File: config.mk
export PLATFORM = sky130hd
export DESIGN_NAME = aha_clk_div_sel_ctrl
export DESIGN_NICKNAME = d
export VERILOG_FILES = /design/src/rtl/aha_clk_div_sel_ctrl.sv
export SDC_FILE = /design/constraint.sdc
export NUM_CORES = 1
export LEC_CHECK = 0
export CAP_MARGIN = 15
export CORE_AREA = 2 2 75 55
export CTS_CLUSTER_SIZE = 28
export DETAILED_ROUTE_END_ITERATION = 12
export DIE_AREA = 0 0 77 57
export GPL_TIMING_DRIVEN = 0
export HOLD_SLACK_MARGIN = 0.06
export PLACE_DENSITY_LB_ADDON = 0.05
export SYNTH_ARGS = -nofsm -noshare
export SYNTH_HDL_FRONTEND = slang
export SYNTH_SLANG_ARGS = --single-unit
File: constraint.sdc
create_clock -name CLK -period 4.2 [get_ports CLK]
set_input_delay 0.84 -clock CLK [delete_from_list [all_inputs] [get_ports CLK]]
set_output_delay 0.84 -clock CLK [all_outputs]
set_load 0.02 [all_outputs]
File: src/rtl/aha_clk_div_sel_ctrl.sv
`default_nettype none
// +--------------------------------------------------------------------------+
// | aha_clk_div_sel_ctrl                                                     |
// | Sequences glitch-free switching of the platform clock between the        |
// | source and its /2../32 divided versions (gate closed around mux change). |
// | Revision: 1.0                                                            |
// +--------------------------------------------------------------------------+
module aha_clk_div_sel_ctrl #(
   parameter int GATE_CYCLES = 4,
   parameter int RESET_DIV   = 0
) (
   input  logic       CLK,
   input  logic       RESET,
   input  logic       REQ,
   input  logic [2:0] REQ_DIV,
   output logic       ACK,
   output logic       ERR,
   output logic       BUSY,
   output logic [2:0] SEL,
   output logic       GATE_EN,
   output logic       DIV_STB
);

   localparam logic [3:0] GATE_LD = 4'(GATE_CYCLES);
   localparam logic [2:0] SEL_RST = 3'(RESET_DIV);
   localparam logic [2:0] MAX_DIV = 3'd5;

   typedef enum logic [2:0] {
      IDLE,
      CHECK,
      DRAIN,
      GATE_PRE,
      SWITCH,
      GATE_POST,
      DONE
   } state_t;

   state_t     state;
   state_t     state_nxt;
   logic [4:0] phase;
   logic [2:0] nxt;
   logic [2:0] nxt_d;
   logic [3:0] gcnt;
   logic [3:0] gcnt_d;
   logic [2:0] sel_r;
   logic [2:0] sel_d;
   logic       gate_r;
   logic       gate_d;
   logic       busy_r;
   logic       busy_d;
   logic       ack_r;
   logic       ack_d;
   logic       err_r;
   logic       err_d;
   logic       stb_r;
   logic       stb_d;
   logic [2:0] max_k;

   // True when the low k bits of the phase counter are all zero.
   function automatic logic boundary(input logic [2:0] k, input logic [4:0] ph);
      logic [4:0] mask;
      mask = (k > MAX_DIV) ? 5'h1F : 5'((6'd1 << k) - 6'd1);
      return (ph & mask) == 5'd0;
   endfunction

   assign max_k = (sel_r > nxt) ? sel_r : nxt;
   assign stb_d = gate_r & boundary(sel_r, phase);

   always_comb begin
      state_nxt = state;
      nxt_d     = nxt;
      gcnt_d    = gcnt;
      sel_d     = sel_r;
      gate_d    = gate_r;
      busy_d    = busy_r;
      ack_d     = 1'b0;
      err_d     = 1'b0;
      case (state)
         IDLE: begin
            busy_d = REQ;
            if (REQ) begin
               nxt_d     = REQ_DIV;
               state_nxt = CHECK;
            end
         end
         CHECK: begin
            if (nxt > MAX_DIV || nxt == sel_r) begin
               state_nxt = DONE;
            end else begin
               state_nxt = DRAIN;
            end
         end
         DRAIN: begin
            // Both old and new ratio periods must end on this cycle.
            if (boundary(max_k, phase)) begin
               gate_d    = 1'b0;
               gcnt_d    = GATE_LD;
               state_nxt = (GATE_LD <= 4'd1) ? SWITCH : GATE_PRE;
            end
         end
         GATE_PRE: begin
            gcnt_d = gcnt - 4'd1;
            if (gcnt <= 4'd2) begin
               state_nxt = SWITCH;
            end
         end
         SWITCH: begin
            sel_d     = nxt;
            gcnt_d    = GATE_LD;
            state_nxt = GATE_POST;
         end
         GATE_POST: begin
            gcnt_d = gcnt - 4'd1;
            if (gcnt <= 4'd1) begin
               gate_d    = 1'b1;
               state_nxt = DONE;
            end
         end
         DONE: begin
            ack_d     = 1'b1;
            err_d     = (nxt > MAX_DIV);
            state_nxt = IDLE;
         end
         default: begin
            state_nxt = IDLE;
         end
      endcase
   end

   always_ff @(posedge CLK) begin
      if (RESET) begin
         state  <= IDLE;
         phase  <= 5'd0;
         nxt    <= 3'd0;
         gcnt   <= 4'd0;
         sel_r  <= SEL_RST;
         gate_r <= 1'b1;
         busy_r <= 1'b0;
         ack_r  <= 1'b0;
         err_r  <= 1'b0;
         stb_r  <= 1'b0;
      end else begin
         state  <= state_nxt;
         phase  <= phase + 5'd1;
         nxt    <= nxt_d;
         gcnt   <= gcnt_d;
         sel_r  <= sel_d;
         gate_r <= gate_d;
         busy_r <= busy_d;
         ack_r  <= ack_d;
         err_r  <= err_d;
         stb_r  <= stb_d;
      end
   end

   assign ACK     = ack_r;
   assign ERR     = err_r;
   assign BUSY    = busy_r;
   assign SEL     = sel_r;
   assign GATE_EN = gate_r;
   assign DIV_STB = stb_r;

endmodule
`default_nettype wire

---- Word-level counts from Yosys, hierarchy flattened ----
Cells that the tools add are included.
operators by class
  muxes and demuxes ....................... 15
  eq/ne operators ......................... 11
  reduce and logical (&&, ||, !) cells .... 12
  shift operators ......................... 2
  add/sub/neg operators ................... 4
  bitwise gates (word level) .............. 4
  magnitude comparators ................... 6
operators with widths
  operator               number
  $mux W3                6
  $pmux W3 S6            1
  $pmux W4 S3            1
  $and A5 B5 Y5          2
  $logic_not A5 Y1       2
  $mux W5                2
  $shl A1 B3 Y5 const A  2
  $sub A5 B1 Y5 const B  2
  $eq A3 B3 Y1 const B   3
  $gt A3 B3 Y1 const B   3
  $ne A2 B2 Y1 const B   4
  $eq A3 B2 Y1 const B   2
  $add A5 B1 Y5 const B  1
  $le A4 B1 Y1 const B   1
  $le A4 B2 Y1 const B   1
  $mux W4                1
  $reduce_and A2 Y1      2
  $reduce_and A4 Y1      1
  $reduce_or A2 Y1       2
  $sub A4 B1 Y4 const B  1
  $eq A3 B1 Y1 const B   1
  $eq A3 B3 Y1           1
  $gt A3 B3 Y1           1
  $logic_not A3 Y1       1
  8 further kinds        10
word-level totals
  output and inout bits ................... 8
  flip-flop bits (word level) ............. 23
  input port bits ......................... 6
  word-level logic and storage cells ...... 64

---- Longest topological paths before layout ----
Gate-level depths: netlist of the first run.
  word-level depth ........................ 9
  depth in mapped cells ................... 9
  depth with buffers taken out ............ 8

---- Least setup slack after synthesis of the first run ----
OpenSTA, ideal clock, no wires.
  path kind ............................... reg2reg
  from .................................... register sel_r[0], in the netlist SEL[0]
  to ...................................... register state[0]
  slack ................................... 1.936 ns
  path buffers ............................ 0
  data required time ...................... 4.139 ns
  stages on the path, launching flop included .. 8
  period minus slack after synthesis ...... 2.264 ns
  data arrival time ....................... 2.203 ns
  library setup time ...................... 0.061 ns
  cell sequence ........................... dfxtp_1 inv_1 ha_1 and3_1 a21oi_2 mux2_4 a221oi_2 o221a_1
on the way
  cells in the longest elaborated chain, start to end .. 9
  elaborated cells between the ends (all ways) .. 10
  those cells by class .................... 1 x add/sub; 2 x order compare; 1 x eq/ne; 1 x shift; 2 x mux; 1 x bitwise; 2 x reduce/logical
RTL lines
  element                          RTL line  text
  start, declared                  45        logic [2:0] sel_r;
  start signal, assigned           147       sel_r <= sel_d;
  $gt A3 B3 Y1                     66        assign max_k = (sel_r > nxt) ? sel_r : nxt;
  $mux W3 (*)                      66
  $shl A1 B3 Y5                    62        mask = (k > MAX_DIV) ? 5'h1F : 5'((6'd1 << k) - 6'd1);
  $sub A5 B1 Y5                    62
  $mux W5 (*)                      62
  $and A5 B5 Y5 (*)                63        return (ph & mask) == 5'd0;
  $logic_not A5 Y1 (*)             63
  $ne A2 B2 Y1 (no line) (*)       --
  $reduce_and A4 Y1 (no line) (*)  --
  end signal, assigned             143       state <= state_nxt;
  end, declared                    38        state_t state;
Mark *: on every way between the ends. The rest lies on a longest branch, timed or not.
A chain may end at the register's enable or synchronous reset.

---- Final worst setup path of the first run ----
Same ends and word-level chain as after synthesis.

==> flow_results.xml, run 1 <==
<?xml version="1.0" encoding="UTF-8"?>
<metrics>
  <group name="run_status">
    <metric name="run_status" unit="">finished clean</metric>
  </group>
  <group name="layout">
    <metric name="final-seq-area" unit="um^2">460</metric>
    <metric name="insertedDiodeCount" unit="">0</metric>
    <metric name="num-fill-cells" unit="">403</metric>
    <metric name="final_nets" unit="">195</metric>
    <metric name="area_growth_syn_to_layout" unit="%">17.7</metric>
    <metric name="post_route_cells_drive_above_1_share" unit="">0.0889</metric>
    <metric name="design_area" unit="mm^2">0.00160</metric>
    <metric name="multi_input_comb_area" unit="um^2">792</metric>
  </group>
  <group name="clock_tree">
    <metric name="cts-hold-fix-buffers" unit="">0</metric>
    <metric name="tritoncts" unit="">built</metric>
    <metric name="tritoncts_num_sinks" unit="">23</metric>
    <metric name="tritoncts.num_buffers" unit="">3</metric>
    <metric name="worstSkewPairLatency" unit="ns">0.26</metric>
    <metric name="postCtsSetupRepairBufs" unit="">0</metric>
    <metric name="worst_setup_hold_path_clk_slew" unit="ns">0.07</metric>
    <metric name="post_cts_resize_count" unit="">0</metric>
    <metric name="h-tree-depth" unit="">1</metric>
    <metric name="ctsRootBufferMaster" unit="">sky130_fd_sc_hd__clkbuf_8</metric>
    <metric name="max-clock-path-buffers" unit="">2</metric>
  </group>
  <group name="logic_synthesis">
    <metric name="synth_top_cell_by_area" unit="">sky130_fd_sc_hd__dfxtp_1</metric>
    <metric name="synth_compound_gate_area_share" unit="">0.224</metric>
    <metric name="flip_flop_and_latch_count_after_synthesis" unit="">23</metric>
    <metric name="number_of_synthesized_flops_with_an_enable_pin" unit="">0</metric>
    <metric name="synth_fa_ha_area_frac" unit="">0.0738</metric>
    <metric name="dominant_cells_by_area_after_synthesis" unit="">sky130_fd_sc_hd__dfxtp_1, sky130_fd_sc_hd__ha_1, sky130_fd_sc_hd__nor2_1, sky130_fd_sc_hd__a21oi_1, sky130_fd_sc_hd__o21ai_0</metric>
    <metric name="number_of_warnings_reported_in_the_yosys_synthesis_log" unit="">0</metric>
    <metric name="largest_family_of_logic_cells_by_synthesized_area" unit="">compound AO/OA/AOI/OAI gates</metric>
    <metric name="synthCells" unit="">163</metric>
    <metric name="synth_ff_type" unit="">sky130_fd_sc_hd__dfxtp_1</metric>
    <metric name="synthesis.nets" unit="">177</metric>
    <metric name="yosysTopAreaCellShare" unit="">0.339</metric>
    <metric name="synth_sequential_area_ratio" unit="">0.339</metric>
    <metric name="synth_simple_gate_area_share" unit="">0.211</metric>
    <metric name="netlist_top_cells_count" unit="">sky130_fd_sc_hd__nor2_1, sky130_fd_sc_hd__dfxtp_1, sky130_fd_sc_hd__nand2_1</metric>
    <metric name="postSynth.asyncResetShare" unit="">0</metric>
    <metric name="yosys.cell_types.count" unit="">44</metric>
    <metric name="synth_area" unit="mm^2">0.00136</metric>
    <metric name="xor_xnor_share_of_the_synthesized_area" unit="">0.0258</metric>
    <metric name="syn_area_per_cell" unit="um^2">8.32</metric>
    <metric name="yosys.cell_count.top_type" unit="">sky130_fd_sc_hd__nor2_1</metric>
    <metric name="synth.mux.area_fraction" unit="">0.0489</metric>
  </group>
  <group name="setup_path">
    <metric name="worst-r2r-cell-count" unit="">7</metric>
    <metric name="regToRegSetupSlack" unit="ns">1.72</metric>
    <metric name="r2r_end" unit="">state[0]$_SDFFE_PP0P_</metric>
    <metric name="cp-start-kind" unit="">flip-flop</metric>
    <metric name="rr_startpoint" unit="">SEL[0]$_SDFFE_PP0P_</metric>
    <metric name="critPathRequiredTime" unit="ns">4.40</metric>
    <metric name="crit_fanout" unit="">7</metric>
    <metric name="timing.critical_path.arrival" unit="ns">2.68</metric>
    <metric name="timing.setup.critical_path_class" unit="">reg2reg</metric>
    <metric name="setup.worst_path.end_class" unit="">flip-flop</metric>
  </group>
  <group name="sta">
    <metric name="final.period_utilization" unit="">0.590</metric>
    <metric name="worst-slew-pin-transition" unit="ns">0.526</metric>
    <metric name="fin_setup_tns" unit="ns">0</metric>
    <metric name="maxSlewHeadroom" unit="">0.649</metric>
    <metric name="finalWorstPathRequiredPeriod" unit="ns">2.48</metric>
    <metric name="grt_setup_unrepaired" unit="">false</metric>
    <metric name="setup_viol" unit="">0</metric>
    <metric name="max_clock_freq" unit="GHz">0.404</metric>
    <metric name="number_of_hold_violations_in_the_final_report" unit="">0</metric>
    <metric name="slew_viol_final" unit="">0</metric>
    <metric name="finalClockSkew" unit="ns">0.00297</metric>
  </group>
  <group name="power">
    <metric name="p_leak" unit="nW">0.614</metric>
    <metric name="p_sw" unit="W">0.000295</metric>
    <metric name="intPower" unit="W">0.000468</metric>
    <metric name="largest_vdd_supply_drop" unit="mV">0.241</metric>
    <metric name="sw_frac_of_total" unit="">0.386</metric>
    <metric name="clockPowerShare" unit="">0.174</metric>
    <metric name="power_density" unit="mW/mm^2">478</metric>
    <metric name="share_seq_of_total_power" unit="">0.384</metric>
    <metric name="power.combinational.fraction" unit="">0.442</metric>
  </group>
  <group name="global_routing">
    <metric name="groute.layer.met2.usage" unit="">0.216</metric>
    <metric name="use_met1" unit="">0.206</metric>
    <metric name="grt_pass1_wl" unit="mm">4.96</metric>
    <metric name="grt_antenna_before_repair" unit="">0</metric>
    <metric name="grt_busiest_layer" unit="">met2</metric>
    <metric name="global_route.overflow_total" unit="">0</metric>
    <metric name="grt_max_degree" unit="">13</metric>
    <metric name="gr-usage-met3" unit="">0.0396</metric>
    <metric name="grt_util_all_layers" unit="">0.142</metric>
    <metric name="number_of_global_route_vias_before_repair" unit="">1052</metric>
  </group>
  <group name="detailed_routing">
    <metric name="drtIter0Drc" unit="">68</metric>
    <metric name="wl_per_cell" unit="um">12.8</metric>
    <metric name="postRouteWirelength" unit="mm">2.96</metric>
    <metric name="dr_total_vias" unit="">1176</metric>
    <metric name="ant_nets" unit="">0</metric>
    <metric name="route.detailed.vias_per_inst" unit="">5.07</metric>
    <metric name="detailed_routing_iterations_pass_1" unit="">4</metric>
    <metric name="post-route-drc-count" unit="">0</metric>
  </group>
  <group name="floorplan">
    <metric name="rows" unit="">19</metric>
    <metric name="floorplan.die_area" unit="mm^2">0.00439</metric>
    <metric name="overall_die_width" unit="um">77</metric>
    <metric name="floorplan.initialDensity" unit="">0.361</metric>
    <metric name="design.portCount" unit="">14</metric>
    <metric name="floorplan.die.height" unit="um">57</metric>
    <metric name="coreArea" unit="mm^2">0.00376</metric>
  </group>
  <group name="hold_path">
    <metric name="holdCritStartpoint" unit="">BUSY$_SDFFE_PP0N_</metric>
    <metric name="hold_path_cells" unit="">2</metric>
    <metric name="min_to" unit="">BUSY$_SDFFE_PP0N_</metric>
    <metric name="min-delay-path-class" unit="">reg2reg</metric>
  </group>
  <group name="placement">
    <metric name="place.port_buffers" unit="">13</metric>
    <metric name="finalWeightedCongestion" unit="">0.847</metric>
    <metric name="place_hpwl" unit="mm">2.33</metric>
    <metric name="dpl_cell_area" unit="mm^2">0.00155</metric>
  </group>
  <group name="run">
    <metric name="reported_max_cap_violation_count" unit="">0</metric>
  </group>
</metrics>
## cell type report
| type | count | share of cell area |
|---|---|---|
| Buffer | 8 | 0.0439 |
| Clock buffer | 4 | 0.0282 |
| Inverter | 9 | 0.0212 |
| Multi-Input combinational cell | 123 | 0.496 |
| Sequential cell | 23 | 0.288 |
| Tap cell | 52 | 0.0408 |
| Timing Repair Buffer | 13 | 0.0815 |
## logic make-up (layout without fill, tap and decap cells)
kind of cell,count (synthesis),in the layout
flip-flops,23,23
AND/OR/NAND/NOR,61,61
adder cells (fa/ha/maj),8,8
AO/OA/AOI/OAI,44,44
multiplexers,6,6
XOR/XNOR,4,4
buffers and inverters,17,34
## through the flow
| stage | util | total power [W] | hold slack (ns) | cells | worst slack (ns) |
|---|---|---|---|---|---|
| floorplan | - | 0.000546 | 0.451 | 163 | 1.94 |
| global placement | 0.413 | 0.000626 | 0.463 | 228 | 1.76 |
| detailed placement | 0.413 | 0.000633 | 0.471 | 228 | 1.71 |
| CTS | 0.425 | 0.000769 | 0.482 | 232 | 1.70 |
| global route | 0.425 | 0.000825 | 0.519 | 232 | 1.49 |
| finish | 0.425 | 0.000762 | 0.479 | 232 | 1.72 |
## worst max-delay path, cell delays in order (launching register included)
cell and delay (ns):
sky130_fd_sc_hd__dfxtp_1 0.46, sky130_fd_sc_hd__inv_1 0.15, sky130_fd_sc_hd__ha_1 0.32, sky130_fd_sc_hd__and3_1 0.21, sky130_fd_sc_hd__a21oi_2 0.20, sky130_fd_sc_hd__mux2_4 0.33, sky130_fd_sc_hd__a221oi_2 0.48, sky130_fd_sc_hd__o221a_1 0.27
## placed cells by master, fill, tap and decap left out, types with 2 or more instances in the layout
master	Yosys	layout
sky130_fd_sc_hd__a211oi_1	2	2
sky130_fd_sc_hd__a21o_1	2	2
sky130_fd_sc_hd__a21oi_1	10	10
sky130_fd_sc_hd__a21oi_2	2	2
sky130_fd_sc_hd__a22oi_1	3	3
sky130_fd_sc_hd__a311oi_1	2	2
sky130_fd_sc_hd__and3_1	2	2
sky130_fd_sc_hd__buf_6	2	2
sky130_fd_sc_hd__clkbuf_1	2	3
sky130_fd_sc_hd__clkbuf_8	2	5
sky130_fd_sc_hd__clkdlybuf4s50_1	0	13
sky130_fd_sc_hd__dfxtp_1	23	23
sky130_fd_sc_hd__ha_1	8	8
sky130_fd_sc_hd__inv_1	9	9
sky130_fd_sc_hd__mux2i_1	4	4
sky130_fd_sc_hd__nand2_1	12	12
sky130_fd_sc_hd__nand2b_1	2	2
sky130_fd_sc_hd__nand3_1	6	6
sky130_fd_sc_hd__nand3b_1	2	2
sky130_fd_sc_hd__nor2_1	25	25
sky130_fd_sc_hd__nor2b_1	4	4
sky130_fd_sc_hd__nor3_1	3	3
sky130_fd_sc_hd__o211ai_1	2	2
sky130_fd_sc_hd__o21a_1	2	2
sky130_fd_sc_hd__o21ai_0	10	10
sky130_fd_sc_hd__xor2_1	3	3
## how the worst max path moves through the flow
stage	from	endpoint	depth (start not counted)
final	SEL[0]$_SDFFE_PP0P_	state[0]$_SDFFE_PP0P_	7
after global placement	SEL[0]$_SDFFE_PP0P_	gcnt[3]$_SDFFE_PP0P_	7
after floorplan	SEL[0]$_SDFFE_PP0P_	state[0]$_SDFFE_PP0P_	7
after CTS	SEL[0]$_SDFFE_PP0P_	state[0]$_SDFFE_PP0P_	7
after global routing	SEL[0]$_SDFFE_PP0P_	gcnt[3]$_SDFFE_PP0P_	7
after detailed placement	SEL[0]$_SDFFE_PP0P_	gcnt[3]$_SDFFE_PP0P_	7
## state kept, by name (all words and copies together) (netlist names)
signal   flops
ACK          1
ERR          1
nxt          3
GATE_EN      1
BUSY         1
gcnt         4
phase        5
SEL          3
DIV_STB      1
state        3
## metal layers
layer / vias to the layer above / wire length, um
li1: 611 / -
met1: 536 / 1580
met2: 27 / 1200
met3: 2 / 162
met4: 0 / 16
met5: - / 0
## power groups by stage
stage	combinational, W	clock (W)	sequential, W
after global routing	0.000378	0.000147	0.000299
after detailed placement	0.000336	0	0.000297
after floorplan	0.000248	0	0.000298
final	0.000337	0.000133	0.000293
after CTS	0.000337	0.000140	0.000292
after global placement	0.000329	0	0.000297
(Power assumes the default switching activity.)
==> inputs of run 2 (changes only) <==
- clock period: 4.2 -> 2.55 ns (I/O delays scaled with it)
==> flow_results.xml, run 2 (same netlist as run 1, synthesis figures left out) <==
<?xml version="1.0" encoding="UTF-8"?>
<metrics>
  <group name="clock_tree">
    <metric name="cts-hold-fix-buffers" unit="">0</metric>
    <metric name="max-clock-path-buffers" unit="">2</metric>
    <metric name="tritoncts" unit="">built</metric>
    <metric name="h-tree-depth" unit="">1</metric>
    <metric name="post_cts_resize_count" unit="">0</metric>
    <metric name="worst_setup_hold_path_clk_slew" unit="ns">0.08</metric>
    <metric name="tritoncts.num_buffers" unit="">3</metric>
    <metric name="postCtsSetupRepairBufs" unit="">0</metric>
    <metric name="worstSkewPairLatency" unit="ns">0.26</metric>
    <metric name="tritoncts_num_sinks" unit="">23</metric>
    <metric name="ctsRootBufferMaster" unit="">sky130_fd_sc_hd__clkbuf_8</metric>
  </group>
  <group name="detailed_routing">
    <metric name="dr_total_vias" unit="">1185</metric>
    <metric name="drtIter0Drc" unit="">65</metric>
    <metric name="postRouteWirelength" unit="mm">2.98</metric>
    <metric name="post-route-drc-count" unit="">0</metric>
    <metric name="ant_nets" unit="">0</metric>
    <metric name="detailed_routing_iterations_pass_1" unit="">4</metric>
    <metric name="wl_per_cell" unit="um">12.8</metric>
    <metric name="route.detailed.vias_per_inst" unit="">5.11</metric>
  </group>
  <group name="setup_path">
    <metric name="critPathRequiredTime" unit="ns">2.75</metric>
    <metric name="rr_startpoint" unit="">nxt[1]$_SDFFE_PP0P_</metric>
    <metric name="timing.setup.critical_path_class" unit="">reg2reg</metric>
    <metric name="timing.critical_path.arrival" unit="ns">2.54</metric>
    <metric name="setup.worst_path.end_class" unit="">flip-flop</metric>
    <metric name="crit_fanout" unit="">9</metric>
    <metric name="crit_path_start" unit="">nxt[1]$_SDFFE_PP0P_</metric>
    <metric name="cp-start-kind" unit="">flip-flop</metric>
  </group>
  <group name="global_routing">
    <metric name="grt_max_degree" unit="">13</metric>
    <metric name="number_of_global_route_vias_before_repair" unit="">1052</metric>
    <metric name="grt_antenna_before_repair" unit="">0</metric>
    <metric name="grt_pass1_wl" unit="mm">4.96</metric>
    <metric name="global_route.overflow_total" unit="">0</metric>
    <metric name="grt_util_all_layers" unit="">0.142</metric>
  </group>
  <group name="sta">
    <metric name="fin_setup_tns" unit="ns">0</metric>
    <metric name="final.period_utilization" unit="">0.919</metric>
    <metric name="finalClockSkew" unit="ns">0.00288</metric>
    <metric name="grt_setup_unrepaired" unit="">false</metric>
    <metric name="worst-slew-pin-transition" unit="ns">0.479</metric>
    <metric name="max_clock_freq" unit="GHz">0.427</metric>
    <metric name="number_of_hold_violations_in_the_final_report" unit="">0</metric>
    <metric name="setup_viol" unit="">0</metric>
    <metric name="finalWorstPathRequiredPeriod" unit="ns">2.34</metric>
    <metric name="slew_viol_final" unit="">0</metric>
    <metric name="maxSlewHeadroom" unit="">0.677</metric>
  </group>
  <group name="layout">
    <metric name="area_growth_syn_to_layout" unit="%">18.6</metric>
    <metric name="insertedDiodeCount" unit="">0</metric>
    <metric name="largest_registers" unit="">phase x5, gcnt x4</metric>
    <metric name="layout_commonest_cell" unit="">sky130_fd_sc_hd__nor2_1</metric>
    <metric name="final_util" unit="">0.428</metric>
    <metric name="post_route_cells_drive_above_1_share" unit="">0.0944</metric>
    <metric name="num-fill-cells" unit="">404</metric>
    <metric name="layout_common_cells" unit="">sky130_fd_sc_hd__nor2_1, sky130_fd_sc_hd__dfxtp_1, sky130_fd_sc_hd__clkdlybuf4s50_1</metric>
    <metric name="regMostFlops" unit="">phase</metric>
    <metric name="largest_reg_flops" unit="">5</metric>
    <metric name="final_nets" unit="">195</metric>
  </group>
  <group name="hold_path">
    <metric name="min-delay-path-class" unit="">reg2reg</metric>
    <metric name="holdCritStartpoint" unit="">BUSY$_SDFFE_PP0N_</metric>
  </group>
  <group name="floorplan">
    <metric name="coreArea" unit="mm^2">0.00376</metric>
    <metric name="design.portCount" unit="">14</metric>
    <metric name="overall_die_width" unit="um">77</metric>
    <metric name="rows" unit="">19</metric>
    <metric name="floorplan.die_area" unit="mm^2">0.00439</metric>
    <metric name="floorplan.die.height" unit="um">57</metric>
    <metric name="floorplan.initialDensity" unit="">0.361</metric>
  </group>
  <group name="placement">
    <metric name="place.port_buffers" unit="">13</metric>
    <metric name="place_hpwl" unit="mm">2.33</metric>
    <metric name="finalWeightedCongestion" unit="">0.847</metric>
  </group>
  <group name="run">
    <metric name="reported_max_cap_violation_count" unit="">0</metric>
  </group>
  <group name="run_status">
    <metric name="run_status" unit="">finished clean</metric>
  </group>
  <group name="power">
    <metric name="largest_vdd_supply_drop" unit="mV">0.398</metric>
    <metric name="power_density" unit="mW/mm^2">787</metric>
    <metric name="p_leak" unit="nW">0.615</metric>
  </group>
</metrics>
-- run 2: cell counts in the layout (fill, tap and decap cells not counted) --
Identical to the previous run, type by type.
-- run 2: report_power, final --
part	switching, W	internal [W]	leakage [nW]	total (W)
clock network	0.000108	0.000111	0.0228	0.000219
logic	0.000319	0.000246	0.403	0.000565
registers	0.0000652	0.000417	0.189	0.000482
total	0.000492	0.000774	0.615	0.00127
-- run 2: final timing paths --
check                           slack [ns]  cells past startpoint               endpoint
worst min-delay path                  0.48                      2      BUSY$_SDFFE_PP0N_
worst min register to register        0.48                      2      BUSY$_SDFFE_PP0N_
worst max register to register        0.21                      8  state[0]$_SDFFE_PP0P_
worst max-delay path                  0.21                      8  state[0]$_SDFFE_PP0P_
-- run 2: metrics by stage --
stage          area, um^2  setup WS (ns)  hold WS, ns  cells  total power, W
2_1_floorplan        1360          0.286        0.451    163        0.000900
3_3_place_gp         1550          0.110        0.463    228         0.00103
3_5_place_dp         1550         0.0630        0.471    228         0.00104
4_1_cts              1600         0.0494        0.482    232         0.00127
5_1_grt              1610         0.0408        0.519    232         0.00137
6_report             1610          0.208        0.479    232         0.00127
-- run 2: critical path, stage by stage, from the launching register on --
cell	delay, ns
sky130_fd_sc_hd__dfxtp_1	0.30
sky130_fd_sc_hd__buf_2	0.19
sky130_fd_sc_hd__inv_1	0.06
sky130_fd_sc_hd__ha_1	0.30
sky130_fd_sc_hd__and3_1	0.20
sky130_fd_sc_hd__a21oi_2	0.24
sky130_fd_sc_hd__mux2_4	0.34
sky130_fd_sc_hd__a221oi_4	0.39
sky130_fd_sc_hd__o221a_1	0.25
-- run 2: final cells by class --
type,instances,area [um^2],share of cell area
Multi-Input combinational cell,123,803,0.499
Clock buffer,4,45.0,0.0280
Timing Repair Buffer,13,130,0.0809
Buffer,8,70.1,0.0435
Tap cell,52,65.1,0.0404
Sequential cell,23,462,0.287
Inverter,9,33.8,0.0210
-- run 2: per-layer routing --
metal / wire [um] / vias to the layer above / GRT usage
met5: 0 / - / 0
met4: 16 / 0 / 0.0230
met3: 119 / 2 / 0.0396
met2: 1210 / 21 / 0.216
met1: 1640 / 548 / 0.206
li1: - / 614 / -
==> inputs of run 3 (changes only) <==
==> constraint.sdc (replaced) <==
create_clock -name CLK -period 2.55 [get_ports CLK]
set_input_delay 0.51 -clock CLK [delete_from_list [all_inputs] [get_ports CLK]]
set_output_delay 0.51 -clock CLK [all_outputs]
set_load 0.005 [all_outputs]
==> results of run 3 <==
The final DEF is identical to that of run 2. Status: finished clean.
Main changes from that run: total power 0.00127 W -> 0.00125 W; worst IR drop on VDD 0.398 mV -> 0.383 mV
